===== src/rtl/vga_image_mux_if.sv =====
// vga_image_mux_if: video, palette and colour signals
// between the timing generator, frame buffer and VGA pins.
interface vga_image_mux_if #(
  parameter int CHANNELS   = 3,
  parameter int SEL_WIDTH  = 2,
  parameter int ADDR_WIDTH = 18,
  parameter int DATA_WIDTH = 6
);
  logic                           i_pix_stb;
  logic                           i_active;
  logic                           i_frame;
  logic [SEL_WIDTH-1:0]           i_sel;
  logic                           i_fade_en;
  logic                           i_pal_we;
  logic [SEL_WIDTH-1:0]           i_pal_ch;
  logic [DATA_WIDTH-1:0]          i_pal_addr;
  logic [11:0]                    i_pal_data;
  logic [CHANNELS*DATA_WIDTH-1:0] i_pix_data;
  logic [ADDR_WIDTH-1:0]          o_addr;
  logic [3:0]                     o_r;
  logic [3:0]                     o_g;
  logic [3:0]                     o_b;
  logic [SEL_WIDTH-1:0]           o_cur_sel;
  logic                           o_busy;

  modport master (
    output i_pix_stb, i_active, i_frame,
    output i_sel, i_fade_en,
    output i_pal_we, i_pal_ch,
    output i_pal_addr, i_pal_data,
    output i_pix_data,
    input  o_addr, o_r, o_g, o_b,
    input  o_cur_sel, o_busy
  );

  modport slave (
    input  i_pix_stb, i_active, i_frame,
    input  i_sel, i_fade_en,
    input  i_pal_we, i_pal_ch,
    input  i_pal_addr, i_pal_data,
    input  i_pix_data,
    output o_addr, o_r, o_g, o_b,
    output o_cur_sel, o_busy
  );
endinterface


===== src/rtl/vga_image_mux.sv =====
// vga_image_mux: N-channel frame-buffer selector with
// per-channel palettes and frame-aligned fade switching.
module vga_image_mux #(
  parameter int CHANNELS   = 3,
  parameter int SEL_WIDTH  = 2,
  parameter int ADDR_WIDTH = 18,
  parameter int DATA_WIDTH = 6,
  parameter int DEPTH      = 230400,
  parameter int FADE_STEP  = 1
) (
  input logic            i_clk,
  input logic            i_rst,
  vga_image_mux_if.slave bus
);

  localparam int PAL_N  = CHANNELS << DATA_WIDTH;
  localparam int PAL_AW = SEL_WIDTH + DATA_WIDTH;
  localparam logic [4:0] LSTEP = 5'(FADE_STEP);
  localparam logic [4:0] FULL  = 5'd16;
  localparam logic [ADDR_WIDTH-1:0] LAST =
    ADDR_WIDTH'(DEPTH - 1);

  typedef enum logic [1:0] {
    IDLE,
    FADE_OUT,
    FADE_IN
  } state_t;

  state_t                state;
  logic [4:0]            level;
  logic [SEL_WIDTH-1:0]  cur_sel;
  logic [SEL_WIDTH-1:0]  pending;
  logic [ADDR_WIDTH-1:0] addr;
  logic [11:0]           pal [PAL_N];
  logic [11:0]           pal_q;
  logic [1:0]            act_q;
  logic [3:0]            r_q;
  logic [3:0]            g_q;
  logic [3:0]            b_q;
  logic [DATA_WIDTH-1:0] pix;
  logic                  pal_wr_ok;
  logic                  sel_ok;
  logic [PAL_AW-1:0]     wr_idx;
  logic [PAL_AW-1:0]     rd_idx;

  function automatic logic [3:0] scale(
    input logic [3:0] c,
    input logic [4:0] lv
  );
    logic [8:0] p;
    p = 9'(c) * 9'(lv);
    return 4'(p >> 4);
  endfunction

  assign pix = bus.i_pix_data[
    int'(cur_sel)*DATA_WIDTH +: DATA_WIDTH];
  assign pal_wr_ok = bus.i_pal_we &&
    (int'(bus.i_pal_ch) < CHANNELS);
  assign sel_ok = int'(bus.i_sel) < CHANNELS;
  assign wr_idx = {bus.i_pal_ch, bus.i_pal_addr};
  assign rd_idx = {cur_sel, pix};

  // Read address: cleared each frame, steps per visible pixel
  always_ff @(posedge i_clk) begin
    if (i_rst) begin
      addr <= '0;
    end else if (bus.i_frame) begin
      addr <= '0;
    end else if (bus.i_pix_stb && bus.i_active) begin
      addr <= (addr == LAST) ? '0 : addr + 1'b1;
    end
  end

  // Palette write port; contents survive reset
  always_ff @(posedge i_clk) begin
    if (pal_wr_ok) begin
      pal[wr_idx] <= bus.i_pal_data;
    end
  end

  // Registered palette lookup (old data on collision)
  always_ff @(posedge i_clk) begin
    pal_q <= pal[rd_idx];
  end

  // Active delay and faded colour output stage
  always_ff @(posedge i_clk) begin
    if (i_rst) begin
      act_q <= '0;
      r_q   <= '0;
      g_q   <= '0;
      b_q   <= '0;
    end else begin
      act_q <= {act_q[0], bus.i_active};
      if (act_q[1]) begin
        r_q <= scale(pal_q[11:8], level);
        g_q <= scale(pal_q[7:4], level);
        b_q <= scale(pal_q[3:0], level);
      end else begin
        r_q <= '0;
        g_q <= '0;
        b_q <= '0;
      end
    end
  end

  // Channel select FSM, advances only on frame pulses
  always_ff @(posedge i_clk) begin
    if (i_rst) begin
      state   <= IDLE;
      level   <= FULL;
      cur_sel <= '0;
      pending <= '0;
    end else if (bus.i_frame) begin
      unique case (state)
        IDLE: begin
          if (bus.i_sel != cur_sel && sel_ok) begin
            if (bus.i_fade_en) begin
              pending <= bus.i_sel;
              state   <= FADE_OUT;
            end else begin
              cur_sel <= bus.i_sel;
            end
          end
        end
        FADE_OUT: begin
          level <= level - LSTEP;
          if (level == LSTEP) begin
            cur_sel <= pending;
            state   <= FADE_IN;
          end
        end
        FADE_IN: begin
          level <= level + LSTEP;
          if (level == FULL - LSTEP) begin
            state <= IDLE;
          end
        end
        default: state <= IDLE;
      endcase
    end
  end

  assign bus.o_addr    = addr;
  assign bus.o_r       = r_q;
  assign bus.o_g       = g_q;
  assign bus.o_b       = b_q;
  assign bus.o_cur_sel = cur_sel;
  assign bus.o_busy    = (state != IDLE);

endmodule

===== src/flat_wrapper.sv =====
// flat-port wrapper written by rule: the top's interface ports become plain ports
module vga_image_mux_flat 
#(
  parameter int CHANNELS   = 3,
  parameter int SEL_WIDTH  = 2,
  parameter int ADDR_WIDTH = 18,
  parameter int DATA_WIDTH = 6,
  parameter int DEPTH      = 230400,
  parameter int FADE_STEP  = 1
)
  (i_clk, i_rst, bus_i_pix_stb, bus_i_active, bus_i_frame, bus_i_sel, bus_i_fade_en, bus_i_pal_we, bus_i_pal_ch, bus_i_pal_addr, bus_i_pal_data, bus_i_pix_data, bus_o_addr, bus_o_r, bus_o_g, bus_o_b, bus_o_cur_sel, bus_o_busy);
  vga_image_mux_if #(.CHANNELS(CHANNELS), .SEL_WIDTH(SEL_WIDTH), .ADDR_WIDTH(ADDR_WIDTH), .DATA_WIDTH(DATA_WIDTH)) bus_i ();
  input logic i_clk;
  input logic i_rst;
  input wire logic [$bits(bus_i.i_pix_stb)-1:0] bus_i_pix_stb;
  input wire logic [$bits(bus_i.i_active)-1:0] bus_i_active;
  input wire logic [$bits(bus_i.i_frame)-1:0] bus_i_frame;
  input wire logic [$bits(bus_i.i_sel)-1:0] bus_i_sel;
  input wire logic [$bits(bus_i.i_fade_en)-1:0] bus_i_fade_en;
  input wire logic [$bits(bus_i.i_pal_we)-1:0] bus_i_pal_we;
  input wire logic [$bits(bus_i.i_pal_ch)-1:0] bus_i_pal_ch;
  input wire logic [$bits(bus_i.i_pal_addr)-1:0] bus_i_pal_addr;
  input wire logic [$bits(bus_i.i_pal_data)-1:0] bus_i_pal_data;
  input wire logic [$bits(bus_i.i_pix_data)-1:0] bus_i_pix_data;
  output wire logic [$bits(bus_i.o_addr)-1:0] bus_o_addr;
  output wire logic [$bits(bus_i.o_r)-1:0] bus_o_r;
  output wire logic [$bits(bus_i.o_g)-1:0] bus_o_g;
  output wire logic [$bits(bus_i.o_b)-1:0] bus_o_b;
  output wire logic [$bits(bus_i.o_cur_sel)-1:0] bus_o_cur_sel;
  output wire logic [$bits(bus_i.o_busy)-1:0] bus_o_busy;
  assign bus_i.i_pix_stb = bus_i_pix_stb;
  assign bus_i.i_active = bus_i_active;
  assign bus_i.i_frame = bus_i_frame;
  assign bus_i.i_sel = bus_i_sel;
  assign bus_i.i_fade_en = bus_i_fade_en;
  assign bus_i.i_pal_we = bus_i_pal_we;
  assign bus_i.i_pal_ch = bus_i_pal_ch;
  assign bus_i.i_pal_addr = bus_i_pal_addr;
  assign bus_i.i_pal_data = bus_i_pal_data;
  assign bus_i.i_pix_data = bus_i_pix_data;
  assign bus_o_addr = bus_i.o_addr;
  assign bus_o_r = bus_i.o_r;
  assign bus_o_g = bus_i.o_g;
  assign bus_o_b = bus_i.o_b;
  assign bus_o_cur_sel = bus_i.o_cur_sel;
  assign bus_o_busy = bus_i.o_busy;
  vga_image_mux #(.CHANNELS(CHANNELS), .SEL_WIDTH(SEL_WIDTH), .ADDR_WIDTH(ADDR_WIDTH), .DATA_WIDTH(DATA_WIDTH), .DEPTH(DEPTH), .FADE_STEP(FADE_STEP)) u_core (.i_clk(i_clk), .i_rst(i_rst), .bus(bus_i));
endmodule

===== config.mk =====
export PLATFORM = sky130hd
export DESIGN_NAME = vga_image_mux_flat
export DESIGN_NICKNAME = d
export VERILOG_FILES = /design/src/rtl/vga_image_mux_if.sv /design/src/rtl/vga_image_mux.sv /design/src/flat_wrapper.sv
export SDC_FILE = /design/constraint.sdc
export NUM_CORES = 2
export LEC_CHECK = 0
export BUFFER_PORTS_ARGS = -buffer_cell sky130_fd_sc_hd__buf_2
export CAP_MARGIN = 10
export CORE_UTILIZATION = 35
export CTS_BUF_LIST = sky130_fd_sc_hd__clkbuf_16
export CTS_CLUSTER_DIAMETER = 100
export CTS_CLUSTER_SIZE = 25
export DETAILED_ROUTE_END_ITERATION = 12
export PLACE_DENSITY = 0.55
export REMOVE_ABC_BUFFERS = 1
export SLEW_MARGIN = 20
export SYNTH_ARGS = -nofsm -noshare
export SYNTH_HDL_FRONTEND = slang
export SYNTH_SLANG_ARGS = --single-unit

===== constraint.sdc =====
create_clock -name i_clk -period 9.3 [get_ports i_clk]
set_input_delay 0.93 -clock i_clk [delete_from_list [all_inputs] [get_ports i_clk]]
set_output_delay 0.93 -clock i_clk [all_outputs]
set_load 0.01 [all_outputs]

== Yosys cells after proc, flatten, opt, wreduce, memory -nomap -nowiden ==
Memory sizes are Yosys's and may differ from the RTL's. A register that Yosys moved wholly into a read port is not among the register bits.
Cells that the tools add are included.
Word-level totals
  bits in registers: 43
  RAM bits: 2304
  output and inout bits: 33
  word-level logic and storage cells: 58
  memories: 1
Operators by class
  $add $sub $neg: 3
  multiply operators: 4
  magnitude comparators: 2
  equal/unequal tests: 11
  shift-type cells: 1
  multiplexer cells: 13
  bitwise operators: 1
  reductions and logical operators: 13
Memories
  u_core.pal: depth 192, width 12, read ports 1, clocked after memory_dff 1, write ports 1, RTL line vga_image_mux.sv:34  | logic [11:0] pal [PAL_N];
Operators by type and width (number)
  indexed part select 18 x 32 -> 6 bit: 1
  multiplier 4 x 5 -> 8 bit: 3
  adder 18 x 1 -> 18 bit, second input constant: 1
  == test 18 bit, second input constant: 1
  two-way mux 18 bit: 1
  two-way mux 2 bit: 7
  case mux 5 bit (2 select lines): 1
  AND reduction 5 bit: 2
  != test 2 x 1 -> 1 bit, second input constant: 3
  case mux 2 bit (3 select lines): 1
  nonzero test 2 bit: 3
  adder 5 x 1 -> 5 bit, second input constant: 1
  == test 5 x 1 -> 1 bit, second input constant: 1
  == test 5 x 4 -> 1 bit, second input constant: 1
  subtractor 5 x 1 -> 5 bit, second input constant: 1
  less-than comparator 2 bit, second input constant: 2
  multiplier 2 x 2 -> 4 bit, second input constant: 1
  != test 2 bit, second input constant: 2
  case mux 2 bit (2 select lines): 1
  AND reduction 4 bit: 1
  OR reduction 2 bit: 2
  logical AND 1 bit: 3
  == test 2 x 1 -> 1 bit, second input constant: 1
  == test 2 bit, second input constant: 1
  5 further kinds: 6

== Depth between registers and ports, before layout ==
  word-level depth: 4
  gate-level depth with buffers: 15
  mapped depth without buffers: 14

== Least setup slack after synthesis ==
OpenSTA, ideal clock, no wires.
  kind: reg2reg
  from: reg u_core.level[2]
  to: reg u_core.r_q[3], in the netlist u_core.bus.o_r[3]
  setup time: 0.071 ns
  data arrival time: 3.303 ns
  data required time: 9.229 ns
  setup slack: 5.926 ns
  cell stages (with the launch flop): 15
  period minus slack after synthesis: 3.374 ns
  cells stage by stage: dfxtp_1 -> clkbuf_1 -> clkbuf_1 -> nand2_1 -> fa_1 -> inv_1 -> fa_1 -> ha_1 -> and4_1 -> a31oi_1 -> o21bai_1 -> a21oi_1 -> nor2b_1 -> or3_1 -> a21oi_1
On the way
  word-level cells in the longest chain between the ends: 1
Ends and longest elaborated chain
  start, declared: RTL line vga_image_mux.sv:30  | logic [4:0] level;
  start signal, assigned: RTL line vga_image_mux.sv:127  | level <= level - LSTEP;
  start signal, assigned: RTL line vga_image_mux.sv:134  | level <= level + LSTEP;
  multiplier 4 x 5 -> 8 bit: RTL line vga_image_mux.sv:51  | p = 9'(c) * 9'(lv);
  end signal, assigned: RTL line vga_image_mux.sv:96  | r_q <= scale(pal_q[11:8], level);
  end, declared: RTL line vga_image_mux.sv:37  | logic [3:0] r_q;
No other way between the ends.
A chain may end at the register's enable or synchronous reset.

== Final worst setup path ==
  from: reg u_core.cur_sel[0], in the netlist u_core.bus.o_cur_sel[0]
  to: reg u_core.pal_q[1], read port of u_core.pal
On the way
  word-level cells in the longest chain between the ends: 2
Ends and longest elaborated chain
  start, declared: RTL line vga_image_mux.sv:31  | logic [SEL_WIDTH-1:0] cur_sel;
  start signal, assigned: RTL line vga_image_mux.sv:122  | cur_sel <= bus.i_sel;
  start signal, assigned: RTL line vga_image_mux.sv:129  | cur_sel <= pending;
  multiplier 2 x 2 -> 4 bit: RTL line vga_image_mux.sv:56  | int'(cur_sel)*DATA_WIDTH +: DATA_WIDTH];
  indexed part select 18 x 32 -> 6 bit: RTL line vga_image_mux.sv:55  | assign pix = bus.i_pix_data[
  end, declared: RTL line vga_image_mux.sv:35  | logic [11:0] pal_q;
Parallel ways exist; a longest one is shown, timed or not.

==> results by group <==
Clock network
  – Max Buffers Root-to-Sink: 3
  – CTS H-tree lvls: 3
  – Clk sinks: 2359
  – CTS root buf: clkbuf_16
  – Number of gates resized after CTS: 0
  – Hold_buf cts: 0
  – Inserted Clock Buffers: 106
  – Post-CTS setup buffers: 0
  – TritonCTS clock tree: done
  – Clk slew on worst S/H paths: 0.11 ns
  – Skew-Pair Late Insertion Delay: 0.83 ns

Placement
  – Post-DP HPWL: 193000 um
  – DP Cell Count: 10400
  – I/O Buffers: 79
  – GP Congestion: 0.909

Min path
  – Hold WC Path Type: primary input to register
  – WHS Path Cells: 2
  – Hold Path End: u_core.bus.o_addr[4]
  – Min-delay src: bus_i_frame

Logic synthesis
  – Gate Count Post-Synth: 6881
  – Yosys warning total: 0
  – Asr flop ratio synth: 0%
  – Synth area leaders: edfxtp_1 72%, nand2_1 6.1%, mux2i_1 5.0%
  – Most numerous cell in the Yosys netlist: edfxtp_1
  – Post-Syn Area: 0.0957 mm2
  – Area share of the largest cell type after synthesis: 72.3%
  – Most common library cells after synthesis: 2304 x edfxtp_1, 1561 x nand2_1, 714 x nand3_1, 481 x mux2i_1, 263 x nor2_1
  – Post-synth EDFFs: 2304
  – Netlist cell types: 80
  – Post-Syn Area per Cell: 13.9 um2
  – Post-synth top flop: edfxtp_1
  – Sequential area share after synthesis: 73.5%
  – Yosys reg bits: 2359
  – Cell taking the most area after synthesis: edfxtp_1

Timing
  – RSZ-0062 raised after global routing: false
  – Slew @ Worst Pin: 1.22 ns
  – # setup viols final: 0
  – Max Fclk: 176 MHz
  – Clock skew after layout: 0.0573 ns
  – Setup TNS: 0 ns
  – Final min period: 5.67 ns
  – Max Slew Vio Count: 0
  – Relative slew margins: 17.7%
  – Final Cycle Share: 61.0%
  – Final Hold Fails: 0

Setup path
  – WS Path Type: register to register
  – Crit-path cells: buf_4 > mux2i_4 > buf_4 > o21a_4 > buf_12 > nand2_1 > nand3_1 > a21oi_1 > o41ai_1 > a41oi_1 > a311oi_1
  – Worst endpoint data arrival time: 6.38 ns
  – Slowest-stage cell, CP: o41ai_1
  – Worst r2r dst: u_core.pal_q[1]
  – CP max FO: 124
  – Largest stage delay, worst path: 0.99 ns
  – Required time worst endpoint: 10.01 ns
  – R2R Setup Slk: 3.63 ns
  – R2R depth: 11
  – Origin of the critical flop-to-flop path: u_core.bus.o_cur_sel[0]
  – Crit path capture type: register
  – Cell mode on critical path: buf_4
  – Critical path launch point: u_core.bus.o_cur_sel[0]
  – Startpoint types: register

Drt
  – Routed WL: 317000 um
  – Residual DRC: 0
  – Total number of vias: 60100
  – DRT iter0 DRCs: 8753
  – Wire per inst: 30.1 um
  – Initial DRT Pass Iterations: 6
  – Antenna viol nets, final: 0
  – Vias/cell: 5.69

Layout
  – Final Net Count: 7021
  – Final Util: 38.5%
  – Finished Layout Cells: 10600
  – # fillers: 25300
  – P&R area growth vs syn: 9.06%
  – Share of cells above drive strength 1: 9.38%

Global route
  – Overall Global Routing Usage: 22.4%
  – Initial antenna violation count: 30
  – Global-route wire length before repair: 441000 um
  – Grt total ovfl: 0
  – Vias in the first global route: 55400
  – Largest net degree at the start of global routing: 132

Pwr
  – Max VDD drop: 0.000160 V
  – Power consumption: 0.0211 W
  – Pleak: 35.0 nW
  – Cell Pwr Density: 202 mW/mm2

Run status
  – Status: finished clean

Die
  – Top Ports: 80
  – Die W: 525 um
  – Initial Util: 35.3%
  – Die Y: 525 um
  – Row Count: 191
  – Core area: 0.271 mm2
  – Die area: 0.275 mm2

Flow run
  – Max_cap viols: 0
## metal layers
layer,wire [um],part of all wire (%),GRT usage [%],vias up
met5,95,0.030,0,-
met4,13300,4.2,8.82,14
met3,31300,9.9,4.24,522
met2,144000,45,34.6,3183
met1,129000,41,31.0,30800
li1,-,-,-,25500
## worst max path at each step
stage	slack, ns	to
2_1_floorplan	-14.41	u_core.pal_q[0]
5_1_grt	3.56	u_core.pal_q[1]
4_1_cts	3.58	u_core.pal_q[5]
3_5_place_dp	3.54	u_core.pal_q[5]
6_report	3.63	u_core.pal_q[1]
3_3_place_gp	3.30	u_core.pal_q[6]
## metrics by stage
stage | setup slack [ns] | area (um2) | hold slack (ns)
after floorplan | -14.41 | 93500 | 0.414
final | 3.63 | 104000 | 0.390
after global placement | 3.30 | 101000 | 0.424
after CTS | 3.58 | 104000 | 0.342
after detailed placement | 3.54 | 101000 | 0.446
after global routing | 3.56 | 104000 | 0.377
## flip-flops by register name, indices dropped and copies added, names as in the netlist
name	flops
u_core.pal	2304
u_core.bus.o_addr	18
u_core.pal_q	12
u_core.level	5
u_core.bus.o_b	4
u_core.bus.o_g	4
u_core.bus.o_r	4
u_core.act_q	2
u_core.bus.o_cur_sel	2
u_core.pending	2
u_core.state	2
## cell type report
class / count / area [um2] / share of cell area (%)
diodes: 7 / 17.5 / 0.0168
multi-input cells: 4046 / 23500 / 22.5
clock inverters: 53 / 305 / 0.293
flip-flops and latches: 2359 / 70300 / 67.4
repair buffers: 356 / 2780 / 2.67
well taps: 3570 / 4470 / 4.28
inverters: 55 / 206 / 0.198
clock buffers: 111 / 2780 / 2.66
## worst max-delay path: cells and delay by family, from the launching register on
family          cells  cell delay, ns
buf+inv             3            1.35
compound gates      5            2.82
flops               1            0.43
simple gates        2            0.24
mux                 1            0.46
## logic make-up (layout without fill, tap and decap cells)
family                   count (synthesis)  count (layout)  share of synthesized area, %
multiplexers                           533             533                          5.88
AND/OR/NAND/NOR                       2810            2810                          12.7
buffers and inverters                  476             575                          2.50
flip-flops                            2359            2359                          73.5
XOR/XNOR                                31              31                         0.284
adder cells (fa/ha/maj)                 50              50                         0.772
AO/OA/AOI/OAI                          622             622                          4.37
other                                    0               7                             0
## where the power goes
part	internal (W)	total [W]	leakage (nW)	switching, W
clock network	0.00223	0.00552	1.67	0.00330
registers	0.0117	0.0118	21.2	0.000132
logic	0.00101	0.00375	12.2	0.00274
total	0.0149	0.0211	35.0	0.00617
## cell usage in the layout (no fill, tap or decap), types with 29 or more instances in the layout
master	count
mux2_2	31
buf_4	259
a21oi_1	200
inv_1	96
and2_1	34
a31oi_1	66
nor2_1	182
nor4_1	36
o22ai_1	45
clkbuf_16	111
nand3_1	711
and3_1	49
o211ai_1	63
nand4_1	61
a32oi_1	33
nor2_2	74
o21ai_0	29
edfxtp_1	2304
dfxtp_1	53
nand2_1	1556
mux2i_1	481
buf_2	67
ha_1	35
(Power assumes the default switching activity.)
